===== src/rtl/mem_store_unit_pkg.sv =====
// mem_store_unit_pkg: shared FSM encodings and default sizes for the store unit
package mem_store_unit_pkg;
  typedef enum logic [1:0] {ST_IDLE, ST_WR_HI, ST_WR_LO, ST_ERRS} state_e;
  localparam int ADDR_W_DEF    = 16;
  localparam int MEM_DEPTH_DEF = 64;
endpackage


===== src/rtl/mem_store_unit.sv =====
// mem_store_unit: splits 16-bit/8-bit store requests into big-endian byte writes
// Ports: CK/RST sync active-high; REQ_VALID/REQ_READY handshake with REQ_ADDR,
// REQ_DATA, REQ_BYTE; MEM_WE/MEM_ADDR/MEM_WDATA byte write port; BUSY, DONE, ERR status.
module mem_store_unit
  import mem_store_unit_pkg::*;
#(
  parameter int ADDR_W    = ADDR_W_DEF,
  parameter int MEM_DEPTH = MEM_DEPTH_DEF
) (
  input  logic              CK,
  input  logic              RST,
  input  logic              REQ_VALID,
  output logic              REQ_READY,
  input  logic [ADDR_W-1:0] REQ_ADDR,
  input  logic [15:0]       REQ_DATA,
  input  logic              REQ_BYTE,
  output logic              MEM_WE,
  output logic [ADDR_W-1:0] MEM_ADDR,
  output logic [7:0]        MEM_WDATA,
  output logic              BUSY,
  output logic              DONE,
  output logic              ERR
);
  localparam logic [ADDR_W-1:0] LAST_BYTE = ADDR_W'(MEM_DEPTH - 1);
  state_e            state_q, state_d;
  logic [ADDR_W-1:0] addr_q, addr_d, mem_addr_q, mem_addr_d;
  logic [15:0]       data_q, data_d;
  logic [7:0]        wdata_q, wdata_d;
  logic              byte_q, byte_d, accept, oob;
  always_comb begin
    accept     = REQ_VALID && state_q == ST_IDLE;
    // a word needs ADDR+1 in range too, so its limit is one below the byte limit
    oob        = REQ_BYTE ? REQ_ADDR > LAST_BYTE : REQ_ADDR >= LAST_BYTE;
    state_d    = state_q == ST_IDLE ? (accept ? (oob ? ST_ERRS : ST_WR_HI) : ST_IDLE)
               : (state_q == ST_WR_HI && !byte_q) ? ST_WR_LO : ST_IDLE;
    addr_d     = accept ? REQ_ADDR : addr_q;
    data_d     = accept ? REQ_DATA : data_q;
    byte_d     = accept ? REQ_BYTE : byte_q;
    // the write port is registered and only moves on a write beat, so it holds otherwise
    mem_addr_d = state_d == ST_WR_HI ? addr_d
               : state_d == ST_WR_LO ? addr_q + ADDR_W'(1) : mem_addr_q;
    wdata_d    = state_d == ST_WR_HI ? (byte_d ? data_d[7:0] : data_d[15:8])
               : state_d == ST_WR_LO ? data_q[7:0] : wdata_q;
  end
  always_ff @(posedge CK) begin
    if (RST) begin
      state_q    <= ST_IDLE;
      addr_q     <= '0;
      data_q     <= '0;
      byte_q     <= 1'b0;
      mem_addr_q <= '0;
      wdata_q    <= '0;
    end else begin
      state_q    <= state_d;
      addr_q     <= addr_d;
      data_q     <= data_d;
      byte_q     <= byte_d;
      mem_addr_q <= mem_addr_d;
      wdata_q    <= wdata_d;
    end
  end
  // RST masks the strobes in its own cycle so an aborted beat never reaches memory
  assign MEM_WE    = (state_q == ST_WR_HI || state_q == ST_WR_LO) && !RST;
  assign DONE      = ((state_q == ST_WR_HI && byte_q) || state_q == ST_WR_LO) && !RST;
  assign ERR       = state_q == ST_ERRS && !RST;
  assign MEM_ADDR  = mem_addr_q;
  assign MEM_WDATA = wdata_q;
  assign BUSY      = state_q != ST_IDLE;
  assign REQ_READY = state_q == ST_IDLE;
endmodule


===== config.mk =====
export PLATFORM = sky130hd
export DESIGN_NAME = mem_store_unit
export DESIGN_NICKNAME = d
export VERILOG_FILES = /design/src/rtl/mem_store_unit_pkg.sv /design/src/rtl/mem_store_unit.sv
export SDC_FILE = /design/constraint.sdc
export NUM_CORES = 1
export LEC_CHECK = 0
export CAP_MARGIN = 20
export CORE_UTILIZATION = 35
export DETAILED_ROUTE_END_ITERATION = 6
export GPL_TIMING_DRIVEN = 0
export PLACE_DENSITY_LB_ADDON = 0.08
export SYNTH_ARGS = -nofsm -noshare
export SYNTH_HDL_FRONTEND = slang
export SYNTH_SLANG_ARGS = --single-unit

===== constraint.sdc =====
create_clock -name CK -period 4.8 [get_ports CK]
set_input_delay 0.48 -clock CK [delete_from_list [all_inputs] [get_ports CK]]
set_output_delay 0.48 -clock CK [all_outputs]
set_load 0.1 [all_outputs]

==> flow_metrics.py <==
metrics = {
    "outcome": {
        "run_status": "completed",
    },
    "synthesis": {
        "synth_largest_type_area_fraction_pct": 39.7,
        "total_nets_after_synthesis": 404,
        "synthesis.area_per_instance_um2": 8.22,
        "synth_enable_flop_cells": 0,
        "synth-warning-count": 0,
        "synth_cells": 362,
        "synth_largest_area_cell": "sky130_fd_sc_hd__dfxtp_1",
        "ys_top_cells_by_area": "sky130_fd_sc_hd__dfxtp_1, sky130_fd_sc_hd__nand2_1, sky130_fd_sc_hd__a21oi_1, sky130_fd_sc_hd__mux2i_1, sky130_fd_sc_hd__nor2_1",
        "yosys.cell_count.top_type": "sky130_fd_sc_hd__nand2_1",
        "syn_area_um2": 2980,
        "synth.top_cells.by_count": "sky130_fd_sc_hd__nand2_1, sky130_fd_sc_hd__dfxtp_1, sky130_fd_sc_hd__a21oi_1",
        "ys_seq_area_share_pct": 39.7,
        "most_used_flip_flop_cell_after_synthesis": "sky130_fd_sc_hd__dfxtp_1",
        "synth.lib_cells_used.distinct": 43,
        "asyncSetResetFlopFracSynth_pct": 0,
        "ys_ff_latch": 59,
    },
    "setup_path": {
        "critPathCaptureType": "primary output",
        "crit_arrival_ns": 3.19,
        "crit_chain": "clkdlybuf4s50_1 -> buf_1 -> clkbuf_1 -> nor2_1 -> clkdlybuf4s50_1",
        "cp_common_cell": "sky130_fd_sc_hd__clkdlybuf4s50_1",
        "critical-path-top-delay-family": "buffers and inverters",
        "r2r_slack_ns": 1.30,
        "timing.critical_path.fanout_max": 10,
        "reg2reg_to": "MEM_WDATA[6]$_SDFFE_PP0P_",
        "crit_slowest_cell": "sky130_fd_sc_hd__clkdlybuf4s50_1",
        "timing.critical_path.depth": 5,
        "timing.reg2reg.worst_path_depth": 15,
        "crit_start": "RST",
        "cp.required_ns": 4.32,
        "cp_num_buf_inv": 4,
        "critical_path_class": "in -> out",
        "crit_path_start_kind": "primary input",
        "regToRegStartpoint": "state_q[0]$_SDFF_PP0_",
        "cp_max_stage_delay_ns": 1.00,
        "critPathCapture": "DONE",
    },
    "route": {
        "routed_wire_length_per_instance_um": 16.0,
        "routed_wl_um": 8720,
        "drtAntennaViolNets": 0,
        "drt-initial-drc-count": 184,
        "drc": 0,
        "vias": 2901,
        "firstDrtPassIters": 4,
        "via_per_inst": 5.31,
    },
    "hold_path": {
        "holdCritStartpoint": "data_q[8]$_SDFF_PP0_",
        "hp-class": "reg -> reg",
        "min_path_cells": 2,
    },
    "global_route": {
        "grt_util_all_layers_pct": 21.1,
        "global_route_wire_length_before_repair_um": 13800,
        "grt_start_max_net_pins": 12,
        "grt_pass1_vias": 2592,
        "global_route.overflow_total": 0,
        "number_of_antenna_violations_at_the_first_check_in_global_routing": 0,
    },
    "timing": {
        "setup_tns_ns": 0,
        "grt_setup_unrepaired": "no",
        "hold_viol_final": 0,
        "rel_slew_slack_pct": 34.8,
        "layout_min_cycle_time_ns": 3.67,
        "hold-worst-slack_ns": 0.454,
        "setup_viol_count_final": 0,
        "fin_worst_skew_ns": 0.00733,
        "worst-slew-pin-transition_ns": 0.975,
        "max_freq_ghz": 0.273,
        "fin_crit_sh_pct": 76.4,
        "drv_slew": 0,
    },
    "floorplan": {
        "initial_core_util_pct": 36.2,
        "die_height_um": 94.2,
        "boundaryPins": 65,
        "floorplan_die_area_um2": 8870,
        "fp.coreArea_um2": 8220,
        "placementRows": 33,
        "fp.dieW_um": 94.2,
    },
    "clocking": {
        "cts.reportedPaths.clkPinSlew_ns": 0.07,
        "cts.sinks": 59,
        "postCtsSetupBuffers": 0,
        "insertion_delay_ns": 0.35,
        "tritoncts_clock_tree": "yes",
        "number_of_buffers_created_by_cts": 9,
        "cts-root-to-sink-buffers": 2,
        "post_cts.resized_instances": 0,
        "clock_tree.htree_level_count": 3,
        "clock-root-buffer": "sky130_fd_sc_hd__clkbuf_8",
        "postCtsHoldBufs": 0,
    },
    "finish": {
        "nets": 478,
        "filler_cell_count": 823,
        "design_area_um2": 3930,
        "antenna_cells": 0,
        "area_delta_synth_final_pct": 32.1,
        "drive_above_1_share_pct": 9.75,
    },
    "place": {
        "postPlaceCellArea_um2": 3740,
        "place.port_buffers": 63,
        "dp.final_hpwl_um": 6450,
        "gpl.final_weighted_congestion": 0.829,
    },
    "job": {
        "maxCapViolCount": 0,
    },
    "power": {
        "leakage_nw": 1.50,
        "vdd_ir_max_mv": 0.184,
        "power-per-cell-area_nw_per_um2": 389,
    },
}
-- report_power, final --
group          total [mW]  switching [mW]  internal, mW
clock network       0.451           0.214         0.237
logic               0.517           0.361         0.156
registers           0.562          0.0286         0.533
-- layout by cell type, fill, tap and decap left out, types with 2 or more instances in the layout --
master                            count
sky130_fd_sc_hd__clkbuf_8             9
sky130_fd_sc_hd__a211o_1              3
sky130_fd_sc_hd__clkbuf_2             2
sky130_fd_sc_hd__nand2_2              3
sky130_fd_sc_hd__a21oi_1             41
sky130_fd_sc_hd__or3_1                8
sky130_fd_sc_hd__nand4_1              4
sky130_fd_sc_hd__nand3_1              9
sky130_fd_sc_hd__nor2_1              35
sky130_fd_sc_hd__dfxtp_1             59
sky130_fd_sc_hd__xnor2_1              3
sky130_fd_sc_hd__nor2b_1              4
sky130_fd_sc_hd__buf_1                3
sky130_fd_sc_hd__o311ai_0             2
sky130_fd_sc_hd__clkbuf_1             9
sky130_fd_sc_hd__a2bb2oi_1            6
sky130_fd_sc_hd__a2111oi_2            8
sky130_fd_sc_hd__ha_1                 6
sky130_fd_sc_hd__clkinv_2             3
sky130_fd_sc_hd__nor3_1               6
sky130_fd_sc_hd__o21ai_0             10
sky130_fd_sc_hd__clkinvlp_4           2
sky130_fd_sc_hd__nor4_1               9
sky130_fd_sc_hd__a21boi_0             3
sky130_fd_sc_hd__nand2_1             64
sky130_fd_sc_hd__and3_1               3
sky130_fd_sc_hd__xor2_1               2
sky130_fd_sc_hd__o21a_1               4
sky130_fd_sc_hd__buf_2                6
sky130_fd_sc_hd__buf_4                3
sky130_fd_sc_hd__mux2i_1             19
sky130_fd_sc_hd__inv_2                2
sky130_fd_sc_hd__clkdlybuf4s50_1     63
sky130_fd_sc_hd__inv_1                5
sky130_fd_sc_hd__o2111a_1             2
sky130_fd_sc_hd__a21o_1               5
sky130_fd_sc_hd__o31a_1               3
sky130_fd_sc_hd__o211ai_1             2
-- per-stage QoR --
stage	std cells	utilization, %	setup slack (ns)	power (mW)
6_report	546	47.8	1.13	1.53
5_1_grt	546	47.8	0.965	1.60
4_1_cts	546	47.8	1.13	1.54
3_5_place_dp	530	45.5	1.04	1.09
3_3_place_gp	530	45.5	0.979	1.09
2_1_floorplan	362	-	1.34	0.943
-- sequential cells by signal, summed over array words and instances (netlist names) --
signal	cells
MEM_WDATA	8
MEM_ADDR	16
addr_q	16
data_q	16
state_q	2
byte_q	1
-- area by class of cell --
cell class	count	area [um^2]	area share [%]
plain buffers	24	119	3.02
well taps	105	131	3.34
repair buffers	63	631	16.0
clock buffers	9	124	3.15
flip-flops and latches	59	1180	30.1
clock inverters	7	68.8	1.75
multi-input cells	271	1650	41.9
inverters	8	30.0	0.764
-- layer usage --
layer  GRT usage, %  part of all wire [%]  vias to the layer above
met1           30.6                    48                     1362
met4           6.67                   1.5                        0
met5              0                     0                        -
met2           30.0                    43                       89
li1               -                     -                     1438
met3           5.34                   7.4                       12
-- kinds of logic (layout without fill, tap and decap cells) --
| logic type | count (synthesis) | count (layout) | synth area share (%) |
|---|---|---|---|
| muxes | 19 | 19 | 6.39 |
| AOI/OAI and AO/OA | 91 | 91 | 21.6 |
| xor gates and xnor gates | 5 | 5 | 1.47 |
| buffers and inverters | 32 | 111 | 5.00 |
| DFF | 59 | 59 | 39.7 |
| adders and majority gates | 6 | 6 | 2.52 |
| and+or+nand+nor | 150 | 150 | 23.3 |
-- worst reg2reg max path, stage by stage (launching register included) --
cell and delay [ns]:
sky130_fd_sc_hd__dfxtp_1 0.33, sky130_fd_sc_hd__inv_1 0.09, sky130_fd_sc_hd__ha_1 0.19, sky130_fd_sc_hd__buf_2 0.22
sky130_fd_sc_hd__nand2_2 0.18, sky130_fd_sc_hd__inv_2 0.18, sky130_fd_sc_hd__buf_2 0.25, sky130_fd_sc_hd__o21ai_0 0.14
sky130_fd_sc_hd__and2_1 0.16, sky130_fd_sc_hd__ha_1 0.29, sky130_fd_sc_hd__buf_4 0.17, sky130_fd_sc_hd__inv_2 0.06
sky130_fd_sc_hd__nand2_1 0.20, sky130_fd_sc_hd__buf_1 0.49, sky130_fd_sc_hd__a21oi_1 0.18, sky130_fd_sc_hd__a2111oi_2 0.29
-- worst min path at each step --
stage	to
floorplan	data_q[10]$_SDFF_PP0_
detailed placement	data_q[8]$_SDFF_PP0_
CTS	data_q[8]$_SDFF_PP0_
finish	data_q[8]$_SDFF_PP0_
global route	data_q[2]$_SDFF_PP0_
global placement	data_q[8]$_SDFF_PP0_
Power figures use the tool's default switching activity.
